File: src/rtl/cursor_pkg.sv
// Shared types for the Buscaminas cursor controller: move directions, button
// bit positions and FSM states.
package cursor_pkg;

    typedef enum logic [2:0] {
        DIR_NONE,
        DIR_UP,
        DIR_LEFT,
        DIR_DOWN,
        DIR_RIGHT
    } dir_e;

    localparam int BTN_UP    = 3;
    localparam int BTN_LEFT  = 2;
    localparam int BTN_DOWN  = 1;
    localparam int BTN_RIGHT = 0;

    typedef enum logic [1:0] {
        IDLE,
        HOLD,
        REPEAT
    } state_e;

    // Maps a one-hot pressed vector (bit order as on btn_n) to its direction.
    function automatic dir_e btn_to_dir(input logic [3:0] btns);
        dir_e d;
        d = DIR_NONE;
        if (btns[BTN_UP])
            d = DIR_UP;
        else if (btns[BTN_LEFT])
            d = DIR_LEFT;
        else if (btns[BTN_DOWN])
            d = DIR_DOWN;
        else if (btns[BTN_RIGHT])
            d = DIR_RIGHT;
        return d;
    endfunction

endpackage

File: src/rtl/btn_debouncer.sv
// One button input path: 2-flop synchroniser followed by a counter that
// accepts a level change only after DEBOUNCE_CYCLES stable cycles.
module btn_debouncer #(
    parameter int DEBOUNCE_CYCLES = 500000
) (
    input  logic clk,
    input  logic reset,
    input  logic raw,
    output logic level
);

    localparam int CNT_W = (DEBOUNCE_CYCLES > 1) ? $clog2(DEBOUNCE_CYCLES) : 1;
    localparam logic [CNT_W-1:0] CNT_LAST = CNT_W'(DEBOUNCE_CYCLES - 1);

    logic             sync_p0;
    logic             sync_p1;
    logic [CNT_W-1:0] cnt;

    always_ff @(posedge clk) begin
        if (reset) begin
            sync_p0 <= 1'b0;
            sync_p1 <= 1'b0;
            cnt     <= '0;
            level   <= 1'b0;
        end else begin
            // synchroniser -> debounce boundary
            sync_p0 <= raw;
            sync_p1 <= sync_p0;
            if (sync_p1 == level) begin
                cnt <= '0;
            end else if (cnt == CNT_LAST) begin
                level <= sync_p1;
                cnt   <= '0;
            end else begin
                cnt <= cnt + 1'b1;
            end
        end
    end

endmodule

File: src/rtl/cursor_controller.sv
// Moves the board cursor from four active-low pushbuttons with debounce,
// one move per press, hold-to-auto-repeat and wrap/clamp at the grid edges.
module cursor_controller
    import cursor_pkg::*;
#(
    parameter int COLS            = 8,
    parameter int ROWS            = 8,
    parameter int DEBOUNCE_CYCLES = 500000,
    parameter int REPEAT_DELAY    = 25000000,
    parameter int REPEAT_PERIOD   = 5000000,
    parameter int WRAP            = 1
) (
    input  logic                      clk,
    input  logic                      reset,
    input  logic [3:0]                btn_n,
    input  logic                      enable,
    output logic [$clog2(COLS)-1:0]   cur_x,
    output logic [$clog2(ROWS)-1:0]   cur_y,
    output logic                      move_pulse,
    output dir_e                      move_dir
);

    localparam int XW = $clog2(COLS);
    localparam int YW = $clog2(ROWS);
    localparam logic [XW-1:0] X_MAX = XW'(COLS - 1);
    localparam logic [YW-1:0] Y_MAX = YW'(ROWS - 1);

    localparam int CNT_MAX = (REPEAT_DELAY > REPEAT_PERIOD) ? REPEAT_DELAY : REPEAT_PERIOD;
    localparam int CNT_W   = (CNT_MAX > 1) ? $clog2(CNT_MAX) : 1;
    localparam logic [CNT_W-1:0] DELAY_LOAD  = CNT_W'(REPEAT_DELAY - 1);
    localparam logic [CNT_W-1:0] PERIOD_LOAD = CNT_W'(REPEAT_PERIOD - 1);

    logic [3:0]       pressed;
    logic             single;
    logic             same;
    state_e           state;
    logic [3:0]       held;
    logic [CNT_W-1:0] delay_cnt;
    logic             vld_p0;
    dir_e             dir_p0;
    logic [XW:0]      nx;
    logic [YW:0]      ny;

    // Returns {moved, new_x}; moved=0 when a clamped edge swallows the step.
    function automatic logic [XW:0] step_x(input logic [XW-1:0] x, input logic inc);
        logic [XW:0] r;
        if (inc) begin
            if (x == X_MAX)
                r = (WRAP != 0) ? {1'b1, {XW{1'b0}}} : {1'b0, x};
            else
                r = {1'b1, x + 1'b1};
        end else begin
            if (x == '0)
                r = (WRAP != 0) ? {1'b1, X_MAX} : {1'b0, x};
            else
                r = {1'b1, x - 1'b1};
        end
        return r;
    endfunction

    function automatic logic [YW:0] step_y(input logic [YW-1:0] y, input logic inc);
        logic [YW:0] r;
        if (inc) begin
            if (y == Y_MAX)
                r = (WRAP != 0) ? {1'b1, {YW{1'b0}}} : {1'b0, y};
            else
                r = {1'b1, y + 1'b1};
        end else begin
            if (y == '0)
                r = (WRAP != 0) ? {1'b1, Y_MAX} : {1'b0, y};
            else
                r = {1'b1, y - 1'b1};
        end
        return r;
    endfunction

    for (genvar i = 0; i < 4; i++) begin : g_btn
        btn_debouncer #(
            .DEBOUNCE_CYCLES(DEBOUNCE_CYCLES)
        ) u_debouncer (
            .clk   (clk),
            .reset (reset),
            .raw   (~btn_n[i]),
            .level (pressed[i])
        );
    end

    assign single = (pressed != 4'b0000) && ((pressed & (pressed - 4'd1)) == 4'b0000);
    // held is one-hot, so equality also rejects a second button being added
    assign same   = (pressed == held);

    // debounced levels -> move decision
    always_ff @(posedge clk) begin
        if (reset) begin
            state     <= IDLE;
            held      <= 4'b0000;
            delay_cnt <= '0;
            vld_p0    <= 1'b0;
            dir_p0    <= DIR_NONE;
        end else begin
            vld_p0 <= 1'b0;
            case (state)
                IDLE: begin
                    if (single) begin
                        state     <= HOLD;
                        held      <= pressed;
                        delay_cnt <= DELAY_LOAD;
                        vld_p0    <= enable;
                        dir_p0    <= btn_to_dir(pressed);
                    end
                end
                HOLD, REPEAT: begin
                    if (!same) begin
                        state <= IDLE;
                    end else if (delay_cnt == '0) begin
                        state     <= REPEAT;
                        delay_cnt <= PERIOD_LOAD;
                        vld_p0    <= enable;
                        dir_p0    <= btn_to_dir(held);
                    end else begin
                        delay_cnt <= delay_cnt - 1'b1;
                    end
                end
                default: state <= IDLE;
            endcase
        end
    end

    always_comb begin
        nx = {1'b0, cur_x};
        ny = {1'b0, cur_y};
        case (dir_p0)
            DIR_LEFT:  nx = step_x(cur_x, 1'b0);
            DIR_RIGHT: nx = step_x(cur_x, 1'b1);
            DIR_UP:    ny = step_y(cur_y, 1'b0);
            DIR_DOWN:  ny = step_y(cur_y, 1'b1);
            default:   ;
        endcase
    end

    // move decision -> position register
    always_ff @(posedge clk) begin
        if (reset) begin
            cur_x      <= '0;
            cur_y      <= '0;
            move_pulse <= 1'b0;
            move_dir   <= DIR_NONE;
        end else begin
            move_pulse <= 1'b0;
            if (vld_p0 && (nx[XW] || ny[YW])) begin
                cur_x      <= nx[XW-1:0];
                cur_y      <= ny[YW-1:0];
                move_pulse <= 1'b1;
                move_dir   <= dir_p0;
            end
        end
    end

endmodule

File: config.mk
export PLATFORM = sky130hd
export DESIGN_NAME = cursor_controller
export DESIGN_NICKNAME = d
export VERILOG_FILES = /design/src/rtl/cursor_pkg.sv /design/src/rtl/btn_debouncer.sv /design/src/rtl/cursor_controller.sv
export SDC_FILE = /design/constraint.sdc
export NUM_CORES = 1
export LEC_CHECK = 0
export ABC_AREA = 1
export CORE_ASPECT_RATIO = 0.75
export CORE_MARGIN = 10
export CORE_UTILIZATION = 60
export DETAILED_ROUTE_END_ITERATION = 6
export GPL_TIMING_DRIVEN = 1
export PLACE_DENSITY = 0.81
export SLEW_MARGIN = 20
export SYNTH_ARGS = -nofsm -noshare
export SYNTH_HDL_FRONTEND = slang
export SYNTH_SLANG_ARGS = --single-unit
File: constraint.sdc
create_clock -name clk -period 3.3 [get_ports clk]
set_clock_uncertainty 0.1 [all_clocks]
set_input_delay 0.66 -clock clk [delete_from_list [all_inputs] [get_ports clk]]
set_output_delay 0.66 -clock clk [all_outputs]
set_load 0.1 [all_outputs]
; Yosys cells after proc, flatten, opt, wreduce, memory -nomap -nowiden
; Index checks and enable logic that the tools add are counted.
[word_totals]
ramBits = 0
elab_cells = 123
n_memories = 0
reg_bits = 133
in_bits = 7
romBits = 0
latchBits = 0
[classes]
order_cmp = 0
n_mul = 0
div = 0
n_addsub = 10
reduce_logical = 27
eq_ne = 21
muxes = 31
n_bitwise = 9
n_shift = 0
[op_table]
columns = cell, n
row1 = $add A19 B1 Y19 const B, 4
row2 = $eq A19 B19 Y1 const B, 4
row3 = $mux W25, 3
row4 = $pmux W25 S2, 1
row5 = $mux W3, 15
row6 = $logic_not A25 Y1, 1
row7 = $sub A25 B1 Y25 const B, 1
row8 = $pmux W4 S2, 2
row9 = $reduce_and A2 Y1, 8
row10 = $reduce_or A3 Y1, 4
row11 = $eq A3 B3 Y1 const B, 3
row12 = $not A1 Y1, 8
row13 = $add A3 B1 Y3 const B, 2
row14 = $eq A3 B2 Y1 const B, 2
row15 = $logic_not A3 Y1, 2
row16 = $mux W2, 3
row17 = $ne A2 B2 Y1 const B, 3
row18 = $pmux W3 S2, 1
row19 = $reduce_bool A2 Y1, 3
row20 = $sub A3 B1 Y3 const B, 2
row21 = $and A4 B4 Y4, 1
row22 = $eq A1 B1 Y1, 4
row23 = $eq A4 B4 Y1, 1
row24 = $logic_not A4 Y1, 1
row25 = 15 further kinds, 19

; Longest topological paths before layout
; Gate-level depths: netlist of run 1.
[depth]
depth_word = 7
ltp_mapped = 14

; Modules after synthesis
; Synthesis of run 1 repeated with hierarchy kept, for this count alone.
[hier_totals]
cells_unflattened = 1182
area_unflattened_um2 = 7716.2
[modules_own_cells]
columns = mod, area_each_um2, n_inst, cells_per_inst
row1 = btn_debouncer (g_btn[0].u_debouncer ...), 1203.7, 3, 182
row2 = cursor_controller, 2915.3, 1, 455
row3 = btn_debouncer (g_btn[3].u_debouncer), 1189.9, 1, 181

; Least setup slack after synthesis of run 1
; OpenSTA, ideal clock, no wires.
[synth_timing]
kind = register -> register
from = reg cur_x[0]
to = reg cur_x[2]
n_path_buf = 0
required_ps = 3078
stages_incl_launch_ff = 7
t_arrival_ps = 1820
slack_ps = 1258
cell_sequence = dfxtp_1 inv_1 ha_1 o21ai_0 o21ai_0 a22oi_1 a21oi_1
[synth_between]
elab_chain_len = 3
elab_cells_between_ends = 7
cone_classes = 2 x add/sub / 1 x eq/ne / 3 x mux / 1 x reduce/logical
[synth_lines]
columns = element, line_no
row1 = "start, declared", cursor_controller.sv:17  ; output logic [$clog2(COLS)-1:0] cur_x,
row2 = "start signal, assigned", cursor_controller.sv:151  ; cur_x <= nx[XW-1:0];
row3 = "$add A3 B1 Y3, or another cell as far along", cursor_controller.sv:51  ; r = {1'b1, x + 1'b1};
row4 = "$mux W3, on equally long branches", "cursor_controller.sv:48, cursor_controller.sv:53"
row5 = $pmux W4 S2 (*), cursor_controller.sv:132  ; case (dir_p0)
; Every way passes the cells marked *; elsewhere a longest branch is shown, timed or not.
; A chain may end at the register's enable or synchronous reset.

; Worst setup path in the final report of run 1
[layout_timing]
from = reg state[0]
to = reg delay_cnt[6]
[layout_between]
elab_chain_len = 4
elab_cells_between_ends = 9
cone_classes = 4 x eq/ne / 1 x mux / 4 x reduce/logical
[layout_lines]
columns = element, line_no
row1 = "start, declared", cursor_controller.sv:36  ; state_e state;
row2 = "start signal, assigned", cursor_controller.sv:95  ; state <= IDLE;
row3 = "start signal, assigned", cursor_controller.sv:105  ; state <= HOLD;
row4 = "start signal, assigned", cursor_controller.sv:114  ; state <= IDLE;
row5 = $eq A2 B1 Y1 or $eq A2 B2 Y1 (tied branches), cursor_controller.sv:102  ; case (state)
row6 = $reduce_or A2 Y1, cursor_controller.sv:102
row7 = $ne A2 B2 Y1 (no source line) or $reduce_bool A2 Y1 (tied branches), n/a
row8 = $reduce_and A3 Y1 (no source line), n/a
row9 = "end signal, assigned", cursor_controller.sv:121  ; delay_cnt <= delay_cnt - 1'b1;
row10 = "end, declared", cursor_controller.sv:38  ; logic [CNT_W-1:0] delay_cnt;
; Parallel ways exist; a longest one is shown, timed or not.

==> results.json, run 1 <==
{
  "drtIter0Drc": 390,
  "setup_tns_ps": 0,
  "grt_pass1_vias": 5553,
  "r2r_start": "state[0]$_SDFFE_PP0P_",
  "synthesis.instances": 1019,
  "final_common_cell": "nand2_1",
  "grt.overflow.total": 0,
  "n_fill_cell": 915,
  "worstPathArrival_ps": 2420,
  "drive_above_1_share_pct": 7.80,
  "antenna_left": 0,
  "grt_max_degree": 32,
  "maxCapViolations": 0,
  "cts_sinks": 133,
  "cp-end-kind": "register",
  "busiest_layer": "met2",
  "antennaDiodeCount": 0,
  "io_pins": 17,
  "yosysSeqAreaShare_pct": 38.5,
  "gp_congestion": 0.887,
  "synth_seq_cells": 133,
  "dp_slack_ps": 722,
  "met3_usage_pct": 4.26,
  "hold_path_class": "reg -> reg",
  "crit_path_start_kind": "register",
  "crit_type": "reg -> reg",
  "synth_edf_count": 0,
  "placed_cells": 1159,
  "rows": 33,
  "crit_family": "simple AND/OR/NAND/NOR gates",
  "fin_nets": 1060,
  "die_w_um": 144,
  "vias": 6148,
  "use_met2_pct": 26.3,
  "start_util_pct": 62.3,
  "cts_buffers": 17,
  "async_reset_ff_share_pct": 0,
  "path_buf_inv": 1,
  "rsz0062_at_grt": "false",
  "path_clk_slew_ps": 60,
  "firstDrtPassIters": 5,
  "max_freq_mhz": 450,
  "yosys_most_used_dff": "dfxtp_1",
  "crit_chain": "inv_1 > ha_1 > nand2_4 > nand2_4 > nor2_8 > nand2_1 > nand2_1 > nor2_1",
  "cts_tree": "built",
  "p_per_area_nw_per_um2": 647,
  "die-area_um2": 16300,
  "placeableCoreArea_um2": 11100,
  "drc": 0,
  "wirelength_mm": 14.1,
  "fin_crit_ps": 2220,
  "rr_endpoint": "delay_cnt[6]$_SDFFE_PP0P_",
  "period_share_pct": 67.4,
  "grt_usage_pct": 18.0,
  "dp_hpwl_mm": 10.1,
  "setup_ws_ps": 1080,
  "multi_input_area_um2": 3590,
  "cts-hold-fix-buffers": 0,
  "cpPeakStageDelay_ps": 560,
  "synth_nets": 1041,
  "status": "complete, no violations",
  "drv_slew": 0,
  "clock_path_buffers": 2,
  "setup_viol_count_final": 0,
  "post-cts-setup-buffers": 0,
  "tightest_slew_ps": 657,
  "ctsResizeCount": 0,
  "power.leakage_nw": 3.15,
  "layout_common_cells": "nand2_1 (215), nor2_1 (163), inv_1 (139), dfxtp_1 (133)",
  "syn_area_per_cell_um2": 6.79,
  "worstHoldStart": "g_btn[1].u_debouncer.sync_p0$_SDFF_PP0_",
  "r2r_slack_ps": 1080,
  "crit_required_ps": 3500,
  "vdd_drop_max_mv": 0.408,
  "use_met1_pct": 25.8,
  "syn2layout_area_growth_pct": 11.5,
  "grt_first_pass_wirelength_mm": 24.9,
  "post-route-util_pct": 69.4,
  "whs_path_depth": 2,
  "crit_slowest_cell": "ha_1",
  "viasPerCell": 5.16,
  "netlist_area_um2": 6920,
  "antenna_found_initial": 0,
  "yosysUniqueCellTypes": 42,
  "regArea_um2": 2660,
  "routedWlPerCell_um": 11.8,
  "cp_max_fo": 31,
  "ys.warnings.count": 0,
  "slew_headroom_pct": 56.2,
  "h-tree-depth": 4,
  "clk_latency_ps": 420,
  "hold_violations": 0,
  "r2r_cells": 8,
  "stdcell_count": 1191,
  "port_buffers": 16,
  "root_buffer": "clkbuf_16",
  "hold_path_end": "g_btn[1].u_debouncer.sync_p1$_SDFF_PP0_",
  "die_y_um": 113
}
-- synthesized netlist by cell type (3+ instances only) --
| cell | count | area, um^2 |
|---|---|---|
| clkbuf_1 | 6 | 22.5 |
| ha_1 | 15 | 188 |
| a31oi_1 | 5 | 31.3 |
| nor2_1 | 163 | 612 |
| a21oi_1 | 60 | 300 |
| buf_4 | 3 | 22.5 |
| or2_2 | 8 | 50.1 |
| nand2_2 | 14 | 87.6 |
| o31ai_1 | 3 | 22.5 |
| buf_2 | 6 | 30.0 |
| nand2_1 | 215 | 807 |
| nand4_1 | 19 | 119 |
| nor2_2 | 5 | 31.3 |
| inv_1 | 139 | 522 |
| nand3b_1 | 4 | 30.0 |
| dfxtp_1 | 133 | 2660 |
| xnor2_1 | 12 | 105 |
| o21ai_0 | 38 | 190 |
| xor2_1 | 23 | 201 |
| nand2_4 | 3 | 33.8 |
| nor3_1 | 43 | 215 |
| nor2_4 | 3 | 33.8 |
| inv_2 | 4 | 15.0 |
| nand3_1 | 60 | 300 |
| nor4_1 | 13 | 81.3 |
-- state kept, by name, indices dropped and copies added (netlist names) --
signal and flops:
g_btn.u_debouncer.cnt 76, delay_cnt 25, g_btn.u_debouncer.level 4, g_btn.u_debouncer.sync_p0 4, g_btn.u_debouncer.sync_p1 4, held 4
cur_x 3, cur_y 3, dir_p0 3, move_dir 3, state 2, move_pulse 1
vld_p0 1
-- cell type report --
cell class	count	share of cell area (%)
clock buffers	23	5.94
repair buffers	19	2.05
clock inverters	9	1.66
flip-flops and latches	133	34.5
multi-input cells	724	46.6
inverters	143	6.96
well taps	140	2.27
-- routing by layer --
metal  wire, um  part of all wire (%)
met5          0                     0
met3        862                   6.1
met2       5770                    41
met4        144                   1.0
met1       7280                    52
-- worst reg2reg max path, stage by stage, from the launching register on --
cell and delay, ps:
dfxtp_1 350, inv_1 50, ha_1 560, nand2_4 200, nand2_4 90, nor2_8 350, nand2_1 130, nand2_1 210
nor2_1 70
-- how the worst max path moves through the flow --
stage | end | cells after the start | startpoint | slack, ps
after floorplan | cur_x[2]$_SDFFE_PP0P_ | 6 | cur_x[0]$_SDFFE_PP0P_ | 1260
after global placement | g_btn[2].u_debouncer.cnt[16]$_SDFF_PP0_ | 9 | reset | 780
after detailed placement | g_btn[2].u_debouncer.cnt[16]$_SDFF_PP0_ | 9 | reset | 720
after CTS | delay_cnt[6]$_SDFFE_PP0P_ | 8 | state[0]$_SDFFE_PP0P_ | 1080
after global routing | g_btn[2].u_debouncer.cnt[16]$_SDFF_PP0_ | 10 | g_btn[2].u_debouncer.cnt[0]$_SDFF_PP0_ | 810
final | delay_cnt[6]$_SDFFE_PP0P_ | 8 | state[0]$_SDFFE_PP0P_ | 1080
-- power breakdown --
group / switching (W) / total, W / internal (W)
Clock: 0.000678 / 0.00188 / 0.00120
Sequential: 0.0000638 / 0.00173 / 0.00167
Combinational: 0.000930 / 0.00137 / 0.000440
-- metrics by stage --
stage / hold slack [ps] / power [W] / instance area, um^2
after global routing: 314 / 0.00527 / 7710
after global placement: 289 / 0.00308 / 7120
final: 299 / 0.00499 / 7710
after detailed placement: 294 / 0.00310 / 7120
after floorplan: 288 / 0.00285 / 6920
after CTS: 301 / 0.00498 / 7710
-- cells by family after synthesis --
kind of cell / share of synthesized area, %
AND/OR/NAND/NOR: 35.6
buffers and inverters: 9.59
flip-flops: 38.5
AO/OA/AOI/OAI: 9.14
XOR/XNOR: 4.43
adder cells (fa/ha/maj): 2.71
Power figures use the tool's default switching activity.
==> run 2, diff against run 1 <==
--- a/config.mk
+++ b/config.mk
@@ -8,10 +8,10 @@
 export ABC_AREA = 1
 export CORE_ASPECT_RATIO = 0.75
 export CORE_MARGIN = 10
-export CORE_UTILIZATION = 60
+export CORE_UTILIZATION = 56
 export DETAILED_ROUTE_END_ITERATION = 6
 export GPL_TIMING_DRIVEN = 1
-export PLACE_DENSITY = 0.81
+export PLACE_DENSITY = 0.79
 export SLEW_MARGIN = 20
 export SYNTH_ARGS = -nofsm -noshare
 export SYNTH_HDL_FRONTEND = slang
==> constraint.sdc (replaced) <==
create_clock -name clk -period 1.9 [get_ports clk]
set_clock_uncertainty 0.1 [all_clocks]
set_input_delay 0.38 -clock clk [delete_from_list [all_inputs] [get_ports clk]]
set_output_delay 0.38 -clock clk [all_outputs]
set_load 0.1 [all_outputs]
==> results.json, run 2 (synthesis results as in run 1) <==
{
  "cts_tree": "built",
  "h-tree-depth": 4,
  "whs_path_depth": 2,
  "placeableCoreArea_um2": 12200,
  "syn2layout_area_growth_pct": 22.6,
  "status": "complete, no violations",
  "die_y_um": 116,
  "grt.overflow.total": 0,
  "slew_headroom_pct": 68.3,
  "drive_above_1_share_pct": 15.6,
  "antenna_found_initial": 0,
  "io_pins": 17,
  "path_clk_slew_ps": 60,
  "wirelength_mm": 15.5,
  "die_w_um": 148,
  "maxCapViolations": 0,
  "cts_sinks": 133,
  "use_met2_pct": 28.5,
  "firstDrtPassIters": 6,
  "drv_slew": 0,
  "setup_viol_count_final": 0,
  "top_regs": "g_btn.u_debouncer.cnt x76, delay_cnt x25",
  "crit_path_start_kind": "register",
  "grt_pass1_vias": 5888,
  "drc": 0,
  "cp-end-kind": "register",
  "cts_buffers": 17,
  "cpPeakStageDelay_ps": 360,
  "start_util_pct": 56.8,
  "hold_ws_ps": 295,
  "hold_violations": 0,
  "clk_latency_ps": 420,
  "vdd_drop_max_mv": 0.750,
  "tightest_slew_ps": 471,
  "fin_nets": 1113,
  "crit_required_ps": 2100,
  "max_freq_mhz": 550,
  "drtIter0Drc": 507,
  "r2r_cells": 9,
  "antenna_left": 0,
  "crit_type": "reg -> reg",
  "antennaDiodeCount": 0,
  "worst_path_most_repeated_cell": "nand2_2",
  "crit_slowest_cell": "dfxtp_1",
  "port_buffers": 16,
  "use_met1_pct": 24.4,
  "dp_hpwl_mm": 10.8,
  "clock_path_buffers": 2,
  "rows": 35,
  "p_per_area_nw_per_um2": 1130,
  "vias": 6534,
  "die-area_um2": 17200,
  "viasPerCell": 5.14,
  "hold_path_class": "reg -> reg",
  "root_buffer": "clkbuf_16",
  "crit_chain": "ha_1 > nand2_1 > inv_2 > nand2_2 > nor4_2 > nand4_1 > nand2_2 > buf_4 > a21oi_1",
  "grt_max_degree": 23,
  "setup_tns_ps": 0,
  "largest_reg_flops": 76,
  "met3_usage_pct": 3.99,
  "busiest_layer": "met2",
  "worstPathArrival_ps": 2020,
  "top_register": "g_btn.u_debouncer.cnt",
  "layout_common_cells": "nand2_1 (209), nor2_1 (159), inv_1 (135), dfxtp_1 (124), a21oi_1 (60)",
  "final_common_cell": "nand2_1",
  "gp_congestion": 0.922,
  "grt_first_pass_wirelength_mm": 26.3,
  "routedWlPerCell_um": 12.2,
  "power.leakage_nw": 3.49,
  "grt_usage_pct": 18.3,
  "period_share_pct": 95.6,
  "cp_max_fo": 7,
  "n_fill_cell": 1010,
  "fin_crit_ps": 1820
}
==> run 2: cell types whose count changed in the layout (fill, tap and decap cells not counted), moves of 5 or more <==
cell and delta:
dfxtp_1 -9, clkbuf_1 -5, nand2_1 -6, buf_4 +40, buf_12 +12, nand2_2 +5
dfxtp_2 +9
==> run 2: timing repair <==
item	4_1_cts	5_1_grt
pin swaps	0	5
gates resized for setup	2	33
buffers inserted	0	5
gates cloned	0	1
endpoints found under the hold margin	0	0
hold buffers	0	0
endpoints found under the setup margin	9	67
==> run 2: area by class of cell <==
type / count / area [um^2] / area share [%]
Clock buffer: 20 / 467 / 5.50
Clock inverter: 12 / 175 / 2.07
Inverter: 143 / 537 / 6.33
Multi-Input combinational cell: 724 / 3700 / 43.6
Sequential cell: 133 / 2670 / 31.5
Tap cell: 166 / 208 / 2.45
Timing Repair Buffer: 72 / 723 / 8.53
==> run 2: critical path, delay by kind of cell, from the launching register on <==
kind            cells  cell delay, ps
simple gates        5             760
flops               1             360
buf+inv             2             260
fa+ha+maj           1             180
compound gates      1              50
==> run 2: path summary, 6_finish.rpt <==
kind                                                   to                                     from  slack [ps]
setup / recovery  g_btn[2].u_debouncer.cnt[13]$_SDFF_PP0_   g_btn[2].u_debouncer.cnt[1]$_SDFF_PP0_          80
hold / removal    g_btn[3].u_debouncer.sync_p1$_SDFF_PP0_  g_btn[3].u_debouncer.sync_p0$_SDFF_PP0_         300
setup reg to reg  g_btn[2].u_debouncer.cnt[13]$_SDFF_PP0_   g_btn[2].u_debouncer.cnt[1]$_SDFF_PP0_          80
hold reg to reg   g_btn[3].u_debouncer.sync_p1$_SDFF_PP0_  g_btn[3].u_debouncer.sync_p0$_SDFF_PP0_         300
==> run 2: metal layers <==
metal	wire (um)	part of all wire, %	up-vias
met2	6640	43	186
met3	909	5.9	21
met4	187	1.2	0
li1	-	-	3403
met1	7730	50	2924
met5	0	0	-
==> run 2: report_power, final <==
group / switching [W] / total [W] / internal (W)
logic: 0.00181 / 0.00308 / 0.00127
registers: 0.000102 / 0.00300 / 0.00290
clock network: 0.00122 / 0.00351 / 0.00230
total: 0.00313 / 0.00959 / 0.00647
==> run 2: stage by stage <==
| step | total power [W] | instances | util (%) | cell area, um^2 | worst slack [ps] |
|---|---|---|---|---|---|
| global route | 0.0101 | 1270 | 69.7 | 8480 | -31.0 |
| floorplan | 0.00494 | 1019 | - | 6920 | 79.5 |
| CTS | 0.00941 | 1264 | 68.3 | 8310 | 6.59 |
| global placement | 0.00585 | 1232 | 62.9 | 7660 | -46.9 |
| detailed placement | 0.00589 | 1232 | 62.9 | 7660 | -85.8 |
| finish | 0.00959 | 1270 | 69.7 | 8480 | 82.7 |
==> run 3, diff against run 2 <==
--- a/config.mk
+++ b/config.mk
@@ -11,6 +11,7 @@
 export CORE_UTILIZATION = 56
 export DETAILED_ROUTE_END_ITERATION = 6
 export GPL_TIMING_DRIVEN = 1
+export HOLD_SLACK_MARGIN = 0.12
 export PLACE_DENSITY = 0.79
 export SLEW_MARGIN = 20
 export SYNTH_ARGS = -nofsm -noshare
==> results of run 3 <==
No change in the layout: final DEF, timing and power equal those of run 2.
